<file path="src/rtl/adder_tree_pkg.sv">
// ============================================================================
//  Module      : adder_tree_pkg
//  Description : Shared helpers for the adder-tree accumulator (sizing,
//                round-half-to-even, saturating clip).
//  Revision    : 1.0 - initial release
// ============================================================================
`default_nettype none

package adder_tree_pkg;

    function automatic int clog2(input int n);
        int r;
        r = 0;
        while ((1 << r) < n) r++;
        return r;
    endfunction

    function automatic int acc_width(input int data_width, input int num_inputs,
                                     input int acc_guard);
        return data_width + clog2(num_inputs) + acc_guard;
    endfunction

    // Adding (half - 1) plus the LSB that survives the shift breaks ties toward even.
    function automatic logic signed [63:0] round_half_even(input logic signed [63:0] a,
                                                           input int shift);
        logic signed [63:0] r;
        logic [5:0]         s;
        if (shift == 0) return a;
        s = shift[5:0];
        r = a + ((64'sd1 <<< (shift - 1)) - 64'sd1) + {63'd0, a[s]};
        return r >>> shift;
    endfunction

    function automatic logic signed [63:0] sat_clip(input logic signed [63:0] a,
                                                    input int width);
        logic signed [63:0] hi;
        logic signed [63:0] lo;
        hi = (64'sd1 <<< (width - 1)) - 64'sd1;
        lo = -(64'sd1 <<< (width - 1));
        if (a > hi) return hi;
        if (a < lo) return lo;
        return a;
    endfunction

endpackage

`default_nettype wire

</file>
<file path="src/rtl/adder_tree_level.sv">
// ============================================================================
//  Module      : adder_tree_level
//  Description : One registered level of the reduction tree: N operands are
//                summed pairwise into N/2 results, valid/last ride alongside.
//  Revision    : 1.0 - initial release
// ============================================================================
`default_nettype none

module adder_tree_level #(
    parameter int N     = 2,
    parameter int WIDTH = 8
) (
    input  logic                       clk,
    input  logic                       reset,
    input  logic                       flush,
    input  logic                       in_valid,
    input  logic                       in_last,
    input  logic [N*WIDTH-1:0]         in_data,
    output logic                       out_valid,
    output logic                       out_last,
    output logic [(N/2)*WIDTH-1:0]     out_data
);

    logic [(N/2)*WIDTH-1:0] w_sum;

    for (genvar i = 0; i < N / 2; i++) begin : g_pair
        assign w_sum[i*WIDTH +: WIDTH] = in_data[(2*i)*WIDTH +: WIDTH]
                                       + in_data[(2*i+1)*WIDTH +: WIDTH];
    end

    always_ff @(posedge clk) begin
        if (reset) begin
            out_valid <= 1'b0;
            out_last  <= 1'b0;
            out_data  <= '0;
        end else if (flush) begin
            out_valid <= 1'b0;
            out_last  <= 1'b0;
        end else begin
            out_valid <= in_valid;
            out_last  <= in_valid & in_last;
            if (in_valid) out_data <= w_sum;
        end
    end

endmodule

`default_nettype wire

</file>
<file path="src/rtl/adder_tree_acc.sv">
// ============================================================================
//  Module      : adder_tree_acc
//  Description : Pipelined signed adder tree with multi-beat accumulation,
//                round-half-to-even, shift and clip. Define ADDER_TREE_SAT_EN
//                for saturating output; otherwise the result wraps.
//  Revision    : 1.0 - initial release
// ============================================================================
`default_nettype none

module adder_tree_acc
    import adder_tree_pkg::*;
#(
    parameter int DATA_WIDTH = 12,
    parameter int NUM_INPUTS = 32,
    parameter int OUT_SHIFT  = 5,
    parameter int ACC_GUARD  = 4
) (
    input  logic                             clk,
    input  logic                             reset,
    input  logic                             data_valid_in,
    input  logic                             last_in,
    input  logic                             end_flag,
    input  logic [NUM_INPUTS*DATA_WIDTH-1:0] input_numbers,
    output logic [DATA_WIDTH-1:0]            sum_output,
    output logic                             data_valid_out,
    output logic                             sat_flag,
    output logic                             beat_err
);

    localparam int LEVELS    = clog2(NUM_INPUTS);
    localparam int ACC_WIDTH = acc_width(DATA_WIDTH, NUM_INPUTS, ACC_GUARD);
    localparam int TREE_OPS  = 2 * NUM_INPUTS - 1;
    localparam int CNT_MAX_I = 1 << ACC_GUARD;
    localparam logic [ACC_GUARD:0] CNT_MAX = CNT_MAX_I[ACC_GUARD:0];

    // Stage 0 capture
    logic [NUM_INPUTS*DATA_WIDTH-1:0] r_s0_data;
    logic                             r_s0_valid;
    logic                             r_s0_last;

    always_ff @(posedge clk) begin
        if (reset) begin
            r_s0_data  <= '0;
            r_s0_valid <= 1'b0;
            r_s0_last  <= 1'b0;
        end else if (end_flag) begin
            r_s0_valid <= 1'b0;
            r_s0_last  <= 1'b0;
        end else begin
            r_s0_valid <= data_valid_in;
            r_s0_last  <= data_valid_in & last_in;
            if (data_valid_in) r_s0_data <= input_numbers;
        end
    end

    // All tree levels packed back to back: level l starts at operand 2N - 2*(N>>l).
    logic [TREE_OPS*ACC_WIDTH-1:0] w_tree;
    logic [LEVELS:0]               w_lvl_valid;
    logic [LEVELS:0]               w_lvl_last;

    assign w_lvl_valid[0] = r_s0_valid;
    assign w_lvl_last[0]  = r_s0_last;

    for (genvar k = 0; k < NUM_INPUTS; k++) begin : g_sext
        assign w_tree[k*ACC_WIDTH +: ACC_WIDTH] =
            {{(ACC_WIDTH-DATA_WIDTH){r_s0_data[k*DATA_WIDTH+DATA_WIDTH-1]}},
             r_s0_data[k*DATA_WIDTH +: DATA_WIDTH]};
    end

    for (genvar l = 0; l < LEVELS; l++) begin : g_level
        localparam int N_IN    = NUM_INPUTS >> l;
        localparam int OFF_IN  = 2 * NUM_INPUTS - 2 * N_IN;
        localparam int OFF_OUT = 2 * NUM_INPUTS - N_IN;

        adder_tree_level #(
            .N     (N_IN),
            .WIDTH (ACC_WIDTH)
        ) u_level (
            .clk       (clk),
            .reset     (reset),
            .flush     (end_flag),
            .in_valid  (w_lvl_valid[l]),
            .in_last   (w_lvl_last[l]),
            .in_data   (w_tree[OFF_IN*ACC_WIDTH +: N_IN*ACC_WIDTH]),
            .out_valid (w_lvl_valid[l+1]),
            .out_last  (w_lvl_last[l+1]),
            .out_data  (w_tree[OFF_OUT*ACC_WIDTH +: (N_IN/2)*ACC_WIDTH])
        );
    end

    logic signed [ACC_WIDTH-1:0] w_tree_sum;
    assign w_tree_sum = $signed(w_tree[(TREE_OPS-1)*ACC_WIDTH +: ACC_WIDTH]);

    // Accumulator; a zero beat count marks the first beat of a new result.
    logic signed [ACC_WIDTH-1:0] r_acc;
    logic [ACC_GUARD:0]          r_beat_cnt;
    logic                        r_res_valid;
    logic                        w_beat_valid;
    logic                        w_beat_last;

    assign w_beat_valid = w_lvl_valid[LEVELS];
    assign w_beat_last  = w_lvl_last[LEVELS];

    always_ff @(posedge clk) begin
        if (reset || end_flag) begin
            r_acc       <= '0;
            r_beat_cnt  <= '0;
            r_res_valid <= 1'b0;
            beat_err    <= 1'b0;
        end else begin
            r_res_valid <= w_beat_valid & w_beat_last;
            if (w_beat_valid) begin
                r_acc <= ((r_beat_cnt == '0) ? '0 : r_acc) + w_tree_sum;
                if (w_beat_last)
                    r_beat_cnt <= '0;
                else if (r_beat_cnt != CNT_MAX)
                    r_beat_cnt <= r_beat_cnt + 1'b1;
                if (!w_beat_last && (r_beat_cnt == CNT_MAX))
                    beat_err <= 1'b1;
            end
        end
    end

    logic signed [63:0]    w_rounded;
    logic [DATA_WIDTH-1:0] w_y;
    logic                  w_sat;

    assign w_rounded = round_half_even({{(64-ACC_WIDTH){r_acc[ACC_WIDTH-1]}}, r_acc},
                                       OUT_SHIFT);

`ifdef ADDER_TREE_SAT_EN
    assign w_y   = DATA_WIDTH'(sat_clip(w_rounded, DATA_WIDTH));
    assign w_sat = (sat_clip(w_rounded, DATA_WIDTH) != w_rounded);
`else
    assign w_y   = DATA_WIDTH'(w_rounded);
    assign w_sat = 1'b0;
`endif

    always_ff @(posedge clk) begin
        if (reset) begin
            sum_output     <= '0;
            data_valid_out <= 1'b0;
            sat_flag       <= 1'b0;
        end else if (end_flag) begin
            data_valid_out <= 1'b0;
            sat_flag       <= 1'b0;
        end else begin
            data_valid_out <= r_res_valid;
            sat_flag       <= r_res_valid & w_sat;
            if (r_res_valid) sum_output <= w_y;
        end
    end

endmodule

`default_nettype wire

</file>
<file path="config.mk">
export PLATFORM = sky130hd
export DESIGN_NAME = adder_tree_acc
export DESIGN_NICKNAME = d
export VERILOG_FILES = /design/src/rtl/adder_tree_pkg.sv /design/src/rtl/adder_tree_level.sv /design/src/rtl/adder_tree_acc.sv
export SDC_FILE = /design/constraint.sdc
export NUM_CORES = 2
export LEC_CHECK = 0
export BUFFER_PORTS_ARGS = -buffer_cell sky130_fd_sc_hd__buf_4
export CAP_MARGIN = 30
export CORE_MARGIN = 5
export CORE_UTILIZATION = 35
export DETAILED_ROUTE_END_ITERATION = 10
export PLACE_DENSITY = 0.64
export SLEW_MARGIN = 20
export SYNTH_ARGS = -nofsm -noshare
export SYNTH_HDL_FRONTEND = slang
export SYNTH_SLANG_ARGS = --single-unit
</file>
<file path="constraint.sdc">
create_clock -name clk -period 2.9 [get_ports clk]
set_clock_uncertainty 0.1 [all_clocks]
set_input_delay 0.725 -clock clk [delete_from_list [all_inputs] [get_ports clk]]
set_output_delay 0.725 -clock clk [all_outputs]
set_load 0.02 [all_outputs]
</file>
==> results.yml <==
placement:
  post-place-cells: 8282
  hpwlAfterDp_mm: 100
  io_buffers: 402
  place.gp.congestion: 0.870
critical_path:
  critPathMaxStageDelay_ns: 0.43
  worstPathMaxFanout: 6
  worst-path-buf-inv: 1
  cp_cell_sequence: "inv_1 -> ha_1 -> nand2_2 -> nor2_4 -> nor2b_2 -> ha_2 -> fa_2 -> a211oi_4 -> o21ai_2 -> nand3_2 -> a21oi_1 -> xor2_1 -> a41oi_1 -> o41ai_1"
  required_ns: 3.37
  start_kind: "flip-flop"
  path_delay_family: "adder cells"
  arrival_ns: 3.30
  critical_path_class: "flip-flop to flip-flop"
  crit_slowest_cell: "fa_2"
  end_kind: "flip-flop"
global_route:
  grt_pass1_wl_mm: 217
  grt_usage_pct: 17.6
  grt_max_degree: 112
  grt_pass1_vias: 42677
  antenna_found_initial: 1
  grt_overflow: 0
timing:
  fin_crit_sh_pct: 97.5
  hold_ws_ns: 0.162
  drv_slew: 0
  setup_violations: 0
  hold_viol: 0
  tns_ns: 0
  worst_slew_pin_slew_ns: 0.715
  rsz0062_at_grt: "true"
  clock.fmax_mhz: 354
  layout_min_cycle_time_ns: 2.83
  slew_headroom_pct: 52.1
yosys:
  synth-adder-area-share_pct: 12.2
  ys_warn_count: 0
  synth-seq-cells: 896
  synth.area.mux_share_pct: 0.430
  syn-num-nets: 7040
  yosys.area_share.simple_pct: 20.3
  ys_types: 76
  yosysSeqAreaShare_pct: 36.7
  synth_top_family_by_area: "compound AO/OA/AOI/OAI gates"
  synth-compound-area-share_pct: 22.5
  synth_xor_area_share_pct: 4.06
  synth_area_mm2: 0.0489
  avgSynthCellArea_um2: 7.90
  synth_ff_type: "dfxtp_1"
  synth-edff-count: 0
  syn_inst: 6193
  async_flop_share_pct: 0
cts:
  cts_tree: "built"
  cts_root_buffer: "clkbuf_16"
  clock_sinks: 896
  cts_buffers: 103
  clock_latency_ns: 0.71
  cts_hold_buf: 0
  path_clk_slew_ns: 0.07
  clock_path_buffers: 3
  htreeDepth: 3
route:
  drc: 0
  top_layer_used: "met4"
  dr_wl_met3_mm: 5.17
  wl_met2_mm: 62.0
  routed_wl_mm: 134
  vias: 43758
  first_iter_violations: 2401
  via_per_inst: 5.17
  post_drt_wl_per_cell_um: 15.9
  wl_met1_mm: 64.1
  dr.pass1.iters: 7
  drt.antenna.violating_nets: 0
power:
  irDropWorstVdd_v: 0.000516
  power_leakage_nw: 24.3
  p_per_area_mw_per_mm2: 494
  power_mw: 28.8
final_layout:
  nNetsFinal: 7363
  stdcell_count: 8466
  syn2layout_area_growth_pct: 19.1
  postLayoutCoreUtil_pct: 41.9
  drive_above_1_share_pct: 11.6
floorplanning:
  row_count: 137
  core_area_mm2: 0.139
  die_area_mm2: 0.147
  initial_core_util_pct: 35.2
  io_pins: 404
  die_width_um: 384
  die_h_um: 384
flow_run:
  cap_violations: 0
outcome:
  status: "complete, no violations"
hold_path:
  hold_class: "input pin to flip-flop"
-- per-layer routing --
metal | vias up | GRT usage [%]
met3 | 174 | 2.27
li1 | 22433 | -
met2 | 717 | 29.4
met5 | - | 0
met4 | 0 | 4.74
met1 | 20434 | 23.9
-- final cells by class --
type / instances / area [µm²]
Tap cell: 1876 / 2350
Multi-Input combinational cell: 4794 / 29300
Antenna cell: 1 / 2.50
Clock inverter: 40 / 594
Sequential cell: 896 / 17900
Fill cell: 14193 / 80900
Clock buffer: 138 / 2960
Timing Repair Buffer: 538 / 4450
Inverter: 183 / 692
-- Yosys cell counts, drive strengths merged, types with 21 or more instances --
cell type | instances | area share (%)
ha | 426 | 11
xor2 | 66 | 1.2
xnor2 | 161 | 2.9
inv | 182 | 1.4
a21boi | 29 | 0.45
buf | 45 | 0.36
a21oi | 866 | 8.9
a31oi | 49 | 0.63
nand2 | 1369 | 11
nor3b | 30 | 0.46
clkbuf | 275 | 2.1
a21o | 138 | 2.1
o22ai | 21 | 0.27
o21a | 43 | 0.66
nand2b | 27 | 0.35
o21ai | 276 | 2.8
nor2 | 306 | 2.3
o211ai | 36 | 0.55
nand4 | 25 | 0.32
o31ai | 39 | 0.60
or3 | 43 | 0.55
fa | 32 | 1.3
and3 | 56 | 0.72
and2 | 22 | 0.28
mux2i | 21 | 0.43
o21bai | 27 | 0.41
nor4b | 37 | 0.66
dfxtp | 896 | 37
nor3 | 92 | 0.95
a211oi | 130 | 2.0
nor2b | 55 | 0.70
nand3 | 130 | 1.3
-- through the flow --
stage	worst slack, ns	cell area, µm²
floorplan	0.0450	49000
global placement	-0.0941	54500
detailed placement	-0.109	54600
CTS	0.00360	58200
global route	-0.123	58300
finish	0.0733	58300
-- worst register-to-register path, stage by stage (launching register included) --
cell	delay, ns
dfxtp_1	0.31
inv_1	0.05
ha_1	0.19
nand2_2	0.08
nor2_4	0.23
nor2b_2	0.08
ha_2	0.20
fa_2	0.43
a211oi_4	0.29
o21ai_2	0.10
nand3_2	0.11
a21oi_1	0.08
xor2_1	0.17
a41oi_1	0.19
o41ai_1	0.10
-- final timing paths --
kind | from | endpoint | slack [ns] | cells after the start
max | r_beat_cnt[0] | r_acc[16] | 0.07 | 14
min | input_numbers[151] | r_s0_data[151] | 0.16 | 3
max reg2reg | r_beat_cnt[0] | r_acc[16] | 0.07 | 14
min reg2reg | g_level[0].u_level.out_data[200] | g_level[0].u_level.out_data[200] | 0.35 | 2
-- layout by cell type, fill, tap and decap left out, drive strengths merged, types with 43 or more instances in the layout --
master,instances
nor2b,55
a211oi,130
nand2,1369
nand3,130
nor3,92
inv,186
clkbuf,138
or3,43
a31oi,49
xor2,66
o21a,43
a21o,138
ha,426
nor2,306
and3,56
o21ai,276
dfxtp,896
buf,538
a21oi,866
xnor2,161
-- kinds of logic after synthesis --
logic type	after synthesis
AO/OA/AOI/OAI	1818
XOR/XNOR	227
adder cells (fa/ha/maj)	458
buffers and inverters	503
flip-flops	896
multiplexers	21
other	1
AND/OR/NAND/NOR	2269
-- sequential cells by signal, summed over array words and instances, names as in the netlist --
| signal | cells |
|---|---|
| beat_err | 1 |
| data_valid_out | 1 |
| g_level.u_level.out_data | 463 |
| g_level.u_level.out_last | 5 |
| g_level.u_level.out_valid | 5 |
| r_acc | 17 |
| r_beat_cnt | 5 |
| r_res_valid | 1 |
| r_s0_data | 384 |
| r_s0_last | 1 |
| r_s0_valid | 1 |
| sum_output | 12 |
-- power breakdown --
part	internal [mW]	switching [mW]
registers	12.6	0.198
logic	1.01	1.28
clock network	8.22	5.46
total	21.8	6.93
-- what timing repair did --
item	4_1_cts	5_1_grt
cloned	0	0
endpoints found under the hold margin	0	0
setup endpoints to repair	5	9
buffers inserted	3	2
gates resized for setup	2	22
pin swaps	2	8
Power figures use the tool's default switching activity.
